## config.mk

```make
export PLATFORM = sky130hd
export DESIGN_NAME = arr_unit_sched
export DESIGN_NICKNAME = d
export VERILOG_FILES = /design/src/rtl/arr_unit_sched.sv
export SDC_FILE = /design/constraint.sdc
export NUM_CORES = 1
export LEC_CHECK = 0
export ABC_AREA = 1
export CELL_PAD_IN_SITES_DETAIL_PLACEMENT = 0
export CELL_PAD_IN_SITES_GLOBAL_PLACEMENT = 1
export CORE_MARGIN = 5
export CORE_UTILIZATION = 32
export CTS_CLUSTER_SIZE = 16
export DETAILED_ROUTE_END_ITERATION = 10
export PLACE_DENSITY_LB_ADDON = 0.2
export SLEW_MARGIN = 20
export SYNTH_ARGS = -nofsm -noshare
export SYNTH_HDL_FRONTEND = slang
export SYNTH_SLANG_ARGS = --single-unit
```

## constraint.sdc

```tcl
create_clock -name clk -period 1.7 [get_ports clk]
set_input_delay 0.34 -clock clk [delete_from_list [all_inputs] [get_ports clk]]
set_output_delay 0.34 -clock clk [all_outputs]
set_load 0.1 [all_outputs]
```

## src/rtl/arr_unit_sched.sv

```systemverilog
// Round-robin scheduler sharing one DW-bit arr->out transform unit among NREQ requesters.
// Optional per-requester grant counters: define ARR_SCHED_GRANT_CNT_EN.
module arr_unit_sched #(
    parameter int NREQ = 4,
    parameter int DW   = 4,
    parameter int LAT  = 1
) (
    input  logic                     clk,
    input  logic                     rst,
    input  logic [NREQ-1:0]          req,
    input  logic [NREQ*DW-1:0]       req_data,
    output logic [NREQ-1:0]          ack,
    output logic [DW-1:0]            rsp_data,
    output logic [$clog2(NREQ)-1:0]  grant_id,
    output logic                     busy,
    output logic [DW-1:0]            unit_arr,
`ifdef ARR_SCHED_GRANT_CNT_EN
    output logic [NREQ*8-1:0]        grant_cnt,
`endif
    input  logic [DW-1:0]            unit_out
);

    localparam int IW = $clog2(NREQ);

    typedef enum logic [1:0] {IDLE, ISSUE, WAIT, DONE} state_t;

    state_t          state_q, state_d;
    logic [IW-1:0]   rr_q, rr_d;
    logic [IW-1:0]   grant_q, grant_d;
    logic [2:0]      cnt_q, cnt_d;
    logic [DW-1:0]   arr_q, arr_d;
    logic [DW-1:0]   res_q, res_d;
    logic [NREQ-1:0] ack_q, ack_d;
    logic            busy_q, busy_d;

    logic [2*NREQ-1:0] rot2_s;
    logic [NREQ-1:0]   rot_s;
    logic [IW:0]       sum_s;
    logic [IW-1:0]     pick_s;
    logic              found_s;
    logic [DW-1:0]     sel_data_s;
    logic [NREQ-1:0]   grant_oh_s;

    // Rotate requests so bit 0 is the rr pointer; the lowest set bit wins.
    always_comb begin
        rot2_s  = {req, req} >> rr_q;
        rot_s   = rot2_s[NREQ-1:0];
        found_s = 1'b0;
        sum_s   = '0;
        for (int k = NREQ - 1; k >= 0; k--) begin
            found_s = found_s | rot_s[k];
            sum_s   = rot_s[k] ? ({1'b0, rr_q} + (IW+1)'(k)) : sum_s;
        end
        if (sum_s >= (IW+1)'(NREQ)) begin
            pick_s = IW'(sum_s - (IW+1)'(NREQ));
        end else begin
            pick_s = sum_s[IW-1:0];
        end
        sel_data_s = '0;
        for (int k = 0; k < NREQ; k++) begin
            sel_data_s = (pick_s == IW'(k)) ? req_data[k*DW +: DW] : sel_data_s;
        end
        grant_oh_s = {{(NREQ-1){1'b0}}, 1'b1} << grant_q;
    end

    // Next-state and datapath decode for the IDLE/ISSUE/WAIT/DONE sequence.
    always_comb begin
        state_d = state_q;
        rr_d    = rr_q;
        grant_d = grant_q;
        cnt_d   = cnt_q;
        arr_d   = arr_q;
        res_d   = res_q;
        ack_d   = '0;
        case (state_q)
            IDLE: begin
                if (found_s) begin
                    grant_d = pick_s;
                    arr_d   = sel_data_s;
                    state_d = ISSUE;
                end else begin
                    state_d = IDLE;
                end
            end
            ISSUE: begin
                cnt_d = 3'(LAT);
                if (LAT == 0) begin
                    res_d   = unit_out;
                    ack_d   = grant_oh_s;
                    state_d = DONE;
                end else begin
                    state_d = WAIT;
                end
            end
            WAIT: begin
                cnt_d = cnt_q - 3'd1;
                if (cnt_q == 3'd1) begin
                    res_d   = unit_out;
                    ack_d   = grant_oh_s;
                    state_d = DONE;
                end else begin
                    state_d = WAIT;
                end
            end
            DONE: begin
                if (grant_q == IW'(NREQ - 1)) begin
                    rr_d = '0;
                end else begin
                    rr_d = grant_q + IW'(1);
                end
                state_d = IDLE;
            end
            default: begin
                state_d = IDLE;
            end
        endcase
        busy_d = (state_d != IDLE);
    end

    // State and output registers.
    always_ff @(posedge clk) begin
        if (rst) begin
            state_q <= IDLE;
            rr_q    <= '0;
            grant_q <= '0;
            cnt_q   <= 3'd0;
            arr_q   <= '0;
            res_q   <= '0;
            ack_q   <= '0;
            busy_q  <= 1'b0;
        end else begin
            state_q <= state_d;
            rr_q    <= rr_d;
            grant_q <= grant_d;
            cnt_q   <= cnt_d;
            arr_q   <= arr_d;
            res_q   <= res_d;
            ack_q   <= ack_d;
            busy_q  <= busy_d;
        end
    end

    assign ack      = ack_q;
    assign rsp_data = res_q;
    assign grant_id = grant_q;
    assign busy     = busy_q;
    assign unit_arr = arr_q;

`ifdef ARR_SCHED_GRANT_CNT_EN
    logic [NREQ*8-1:0] gcnt_q;

    // Saturating per-requester completion counters.
    always_ff @(posedge clk) begin
        if (rst) begin
            gcnt_q <= '0;
        end else begin
            for (int k = 0; k < NREQ; k++) begin
                if (ack_q[k] && (gcnt_q[k*8 +: 8] != 8'hFF)) begin
                    gcnt_q[k*8 +: 8] <= gcnt_q[k*8 +: 8] + 8'd1;
                end else begin
                    gcnt_q[k*8 +: 8] <= gcnt_q[k*8 +: 8];
                end
            end
        end
    end

    assign grant_cnt = gcnt_q;
`endif

endmodule
```

[Word-level counts from Yosys, hierarchy flattened]
Index checks and enable logic that the tools add are counted.
Operators by class
  add/sub/neg operators: 6
  magnitude comparators: 1
  eq/ne operators: 8
  shifts and indexed selects: 2
  multiplexer cells: 14
  bitwise gates (word level): 5
  reductions and logical operators: 7
Operator list (count)
  4-bit two-way mux: 4
  3-bit two-way mux: 4
  2-bit == test (second input constant): 5
  2-bit one-hot mux with 4 select lines: 1
  8-bit by 2-bit >> shifter with 4-bit output: 1
  2-bit by 2-bit adder with 3-bit output (second input constant): 2
  3-bit one-hot mux with 2 select lines: 1
  2-bit by 1-bit == test with 1-bit output (second input constant): 2
  2-bit zero test: 2
  2-bit two-way mux: 2
  2-bit AND reduction: 2
  2-bit nonzero test: 2
  1-bit by 2-bit << shifter with 4-bit output (first input constant): 1
  2-bit by 1-bit adder with 3-bit output (second input constant): 1
  3-bit by 1-bit == test with 1-bit output (second input constant): 1
  3-bit >= comparator (second input constant): 1
  1-bit OR: 3
  3-bit OR reduction: 1
  3-bit by 1-bit subtractor with 3-bit output (second input constant): 1
  2-bit by 1-bit adder with 2-bit output (second input constant): 1
  1-bit two-way mux: 2
  1-bit inverter: 2
  2-bit by 1-bit subtractor with 2-bit output (second input constant): 1
Storage, ports and cells
  register bits: 22
  input bits: 26
  output and inout bits: 15
  word-level logic and storage cells: 51

[Depth between registers and ports, before layout]
  word-level depth: 12
  mapped depth: 15
  gate-level depth less buffers: 14

[Worst setup path after synthesis]
OpenSTA, ideal clock, no wires.
  path type: register -> register
  start: reg grant_q[0] (netlist: grant_id[0])
  end: reg rr_q[1]
  arrival time: 1.533 ns
  required time: 1.569 ns
  slack: 0.036 ns
  stages on the path, launching flop included: 4
  buffers on the path: 0
  cell sequence: dfxtp_1 > ha_1 > a21oi_1 > nor2_1
Between the ends
  longest elaborated chain between the ends: 2
RTL lines
  start, declared: RTL line 29  | logic [IW-1:0] grant_q, grant_d;
  start signal, assigned: RTL line 134  | grant_q <= grant_d;
  2-bit by 1-bit adder with 2-bit output or 2-bit == test (tied branches): RTL line 109, 106
  2-bit two-way mux *: RTL line 106  | if (grant_q == IW'(NREQ - 1)) begin
  end signal, assigned: RTL line 133  | rr_q <= rr_d;
  end, declared: RTL line 28  | logic [IW-1:0] rr_q, rr_d;
Every way passes the cells marked *; elsewhere a longest branch is shown, timed or not.
A chain may end at the register's enable or synchronous reset.

[Worst setup path in the final report]
  start: reg rr_q[0]
  end: reg arr_q[3] (netlist: unit_arr[3])
Between the ends
  longest elaborated chain between the ends: 12
RTL lines
  2-bit by 2-bit adder with 3-bit output or 8-bit by 2-bit >> shifter with 4-bit output (tied branches): RTL line 52, 46
  3-bit two-way mux (4 in series): RTL line 52  | sum_s = rot_s[k] ? ({1'b0, rr_q} + (IW+1)'(k)) : sum_s;
  3-bit >= comparator or 2-bit by 1-bit subtractor with 2-bit output (tied branches): RTL line 54, 55
  2-bit two-way mux: RTL line 54  | if (sum_s >= (IW+1)'(NREQ)) begin
  2-bit zero test: RTL line 61  | sel_data_s = (pick_s == IW'(k)) ? req_data[k*DW +: DW] : sel_data_s;
  4-bit two-way mux (4 in series): RTL line 61
  end signal, assigned: RTL line 136  | arr_q <= arr_d;
  end, declared: RTL line 31  | logic [DW-1:0] arr_q, arr_d;
Several ways; a longest one is shown, not always the timed one.

==> impl_metrics.toml <==
[clock_network]
clock_sinks = 22
ctsRootBufferMaster = "clkbuf_8"
clkTransAtPathRegs_ns = 0.09
skew_pair_late_insertion_delay_ns = 0.26
tritoncts_buffers = 3
tritoncts = "done"
ctsHtreeMaxLevel = 1
cts.path.max_buffers = 2

[sta]
finalMaxSlewViolations = 0
max-slew-margin-rel_pct = 82.7
final.setup.tns_ns = 0
timing_hold_violations_final = 0
setup-violations-final = 0
worst_pin_slew_ns = 0.260
final_min_period_over_clock_period_pct = 94.7
min_setup_slack_post_route_ns = 0.0900
timing.final.crit_period_ns = 1.61
timing.fmax_mhz = 621
worst_clock_skew_ns = 0.00261

[routing]
via_count = 1326
drt_iter0_markers = 51
detail_route.first_pass.iterations = 4
wl_per_cell_um = 11.5
drt_drc_violations_left = 0
route.antenna.remaining_nets = 0
wirelength_um = 3330
detail_route.vias_per_cell = 4.57

[setup_path]
critPathLaunchType = "flip-flop"
cp.required_ns = 1.86
critical_path_peak_fanout = 7
critPathKind = "flip-flop to flip-flop"
cp.arrival_ns = 1.77
cp_endpoint_kind = "flip-flop"

[finish]
filler_cell_count = 385
layout.cells.non_filler = 290
layout_common_cells = "nand2_1, dfxtp_1, clkdlybuf4s50_1"
num-nets-final = 273
multi_input_area_um2 = 870
finish.instance_area_um2 = 2230
layout.cells.most_common = "nand2_1"
area_growth_pct = 71.6
num_antenna_cells = 0
seqCellArea_um2 = 444
drive_above_1_share_pct = 34.6

[place]
dp_worst_setup_slack_ns = -0.416
placed_cells_incl_taps = 282
dpl.hpwl_um = 2410
port_buffers = 40
place_congestion = 0.794
placedInstanceArea_um2 = 1940

[die]
die_height_um = 73.7
die_footprint_um2 = 5430
floorplan.die.width_um = 73.7
initial_utilization_pct = 32.7
rows = 23
coreArea_um2 = 3970
num_io_pins = 41

[synthesis]
postSynthCellCount = 188
yosysWarnings = 0
synth.net_count = 220
synth_seq_cells = 22
synth_sequential_area_ratio_pct = 33.9
ys_types = 27
netlist_area_um2 = 1300
synth.avg_cell_area_um2 = 6.90

[run]
max-cap-violations = 0

[global_routing]
antenna_found_initial = 0
grt_first_pass_wirelength_um = 5370
gr-usage-all-layers_pct = 12.3
grt_pass1_vias = 1213
global_route.overflow_total = 0
grt_max_degree = 14

[pwr]
vdd_ir_drop_max_mv = 1.14
power_after_layout_mw = 2.94
power.density_nw_per_um2 = 1320
p_leak_nw = 1.03

[status]
outcome = "completed"

[min_path]
min_path_type = "flip-flop to flip-flop"
final timing paths:
kind                  from  slack [ns]     endpoint  cells past startpoint
setup / recovery   rr_q[0]        0.09  unit_arr[3]                     13
hold / removal    cnt_q[1]        0.47     cnt_q[1]                      2
setup reg to reg   rr_q[0]        0.09  unit_arr[3]                     13
hold reg to reg   cnt_q[1]        0.47     cnt_q[1]                      2
synthesized netlist by cell type:
| cell | count | area (µm²) |
|---|---|---|
| a21boi_2 | 1 | 11.3 |
| a21oi_1 | 6 | 30.0 |
| a21oi_2 | 3 | 26.3 |
| a221oi_1 | 1 | 8.76 |
| a31oi_1 | 1 | 6.26 |
| and2_1 | 1 | 6.26 |
| buf_4 | 1 | 7.51 |
| buf_6 | 2 | 22.5 |
| clkbuf_1 | 1 | 3.75 |
| clkinv_1 | 1 | 3.75 |
| dfxtp_1 | 22 | 440 |
| ha_1 | 6 | 75.1 |
| inv_1 | 23 | 86.3 |
| inv_2 | 3 | 11.3 |
| inv_4 | 1 | 6.26 |
| nand2_1 | 42 | 158 |
| nand2_2 | 6 | 37.5 |
| nand2_4 | 1 | 11.3 |
| nand3_1 | 17 | 85.1 |
| nand3_2 | 4 | 40.0 |
| nand3b_1 | 4 | 30.0 |
| nand4_1 | 3 | 18.8 |
| nor2_1 | 22 | 82.6 |
| o211a_1 | 1 | 10.0 |
| o21ai_0 | 12 | 60.1 |
| o21ai_1 | 2 | 10.0 |
| o21ai_2 | 1 | 8.76 |
cells by family (layout without fill, tap and decap cells):
kind of cell / Yosys count / in the layout / share of synthesized area [%]
AOI/OAI and AO/OA: 28 / 28 / 13.2
and+or+nand+nor: 100 / 102 / 36.2
adders and majority gates: 6 / 6 / 5.79
buffers and inverters: 32 / 82 / 10.9
DFF: 22 / 22 / 33.9
worst max-delay path, stage by stage, from the launching register on:
cell and delay, ns:
dfxtp_4 0.38, buf_8 0.13, nand2_2 0.09, nand3_2 0.10
nand2_4 0.11, nand2_1 0.06, nand2_1 0.07, nand2_2 0.09
nand2_4 0.13, inv_4 0.05, nand3_1 0.07, nand3_1 0.08
nand2_1 0.07, a21oi_1 0.06
where the power goes:
group	switching [mW]	internal [mW]
clock	0.183	0.315
sequential	0.115	0.626
combinational	1.07	0.637
per-layer routing:
metal | up-vias | GRT usage, % | part of all wire (%)
met5 | - | 0 | 0
met4 | 0 | 1.81 | 0.39
met3 | 2 | 3.69 | 5.1
met2 | 27 | 19.2 | 47
met1 | 585 | 17.2 | 47
li1 | 712 | - | -
state kept, by name (all words and copies together) (netlist names):
register,cells
ack,4
rsp_data,4
unit_arr,4
cnt_q,3
grant_id,2
rr_q,2
state_q,2
busy,1
timing repair:
| item | 4_1_cts | 5_1_grt |
|---|---|---|
| gates cloned | 2 | 1 |
| hold buffers | 0 | 0 |
| endpoints found under the setup margin | 6 | 7 |
| pin swaps | 9 | 17 |
| gates resized for setup | 10 | 49 |
| setup buffers | 0 | 1 |
area by class of cell:
type | count | area share, %
clock inverters | 1 | 1.35
clock buffers | 3 | 1.85
repair buffers | 50 | 29.7
well taps | 50 | 2.81
multi-input cells | 136 | 39.1
inverters | 28 | 5.28
flip-flops and latches | 22 | 20.0
through the flow:
step,hold slack [ns],util (%)
2_1_floorplan,0.444,-
3_3_place_gp,0.455,48.8
3_5_place_dp,0.466,48.8
4_1_cts,0.478,51.5
5_1_grt,0.515,56.0
6_report,0.475,56.0
(Power assumes the default switching activity.)
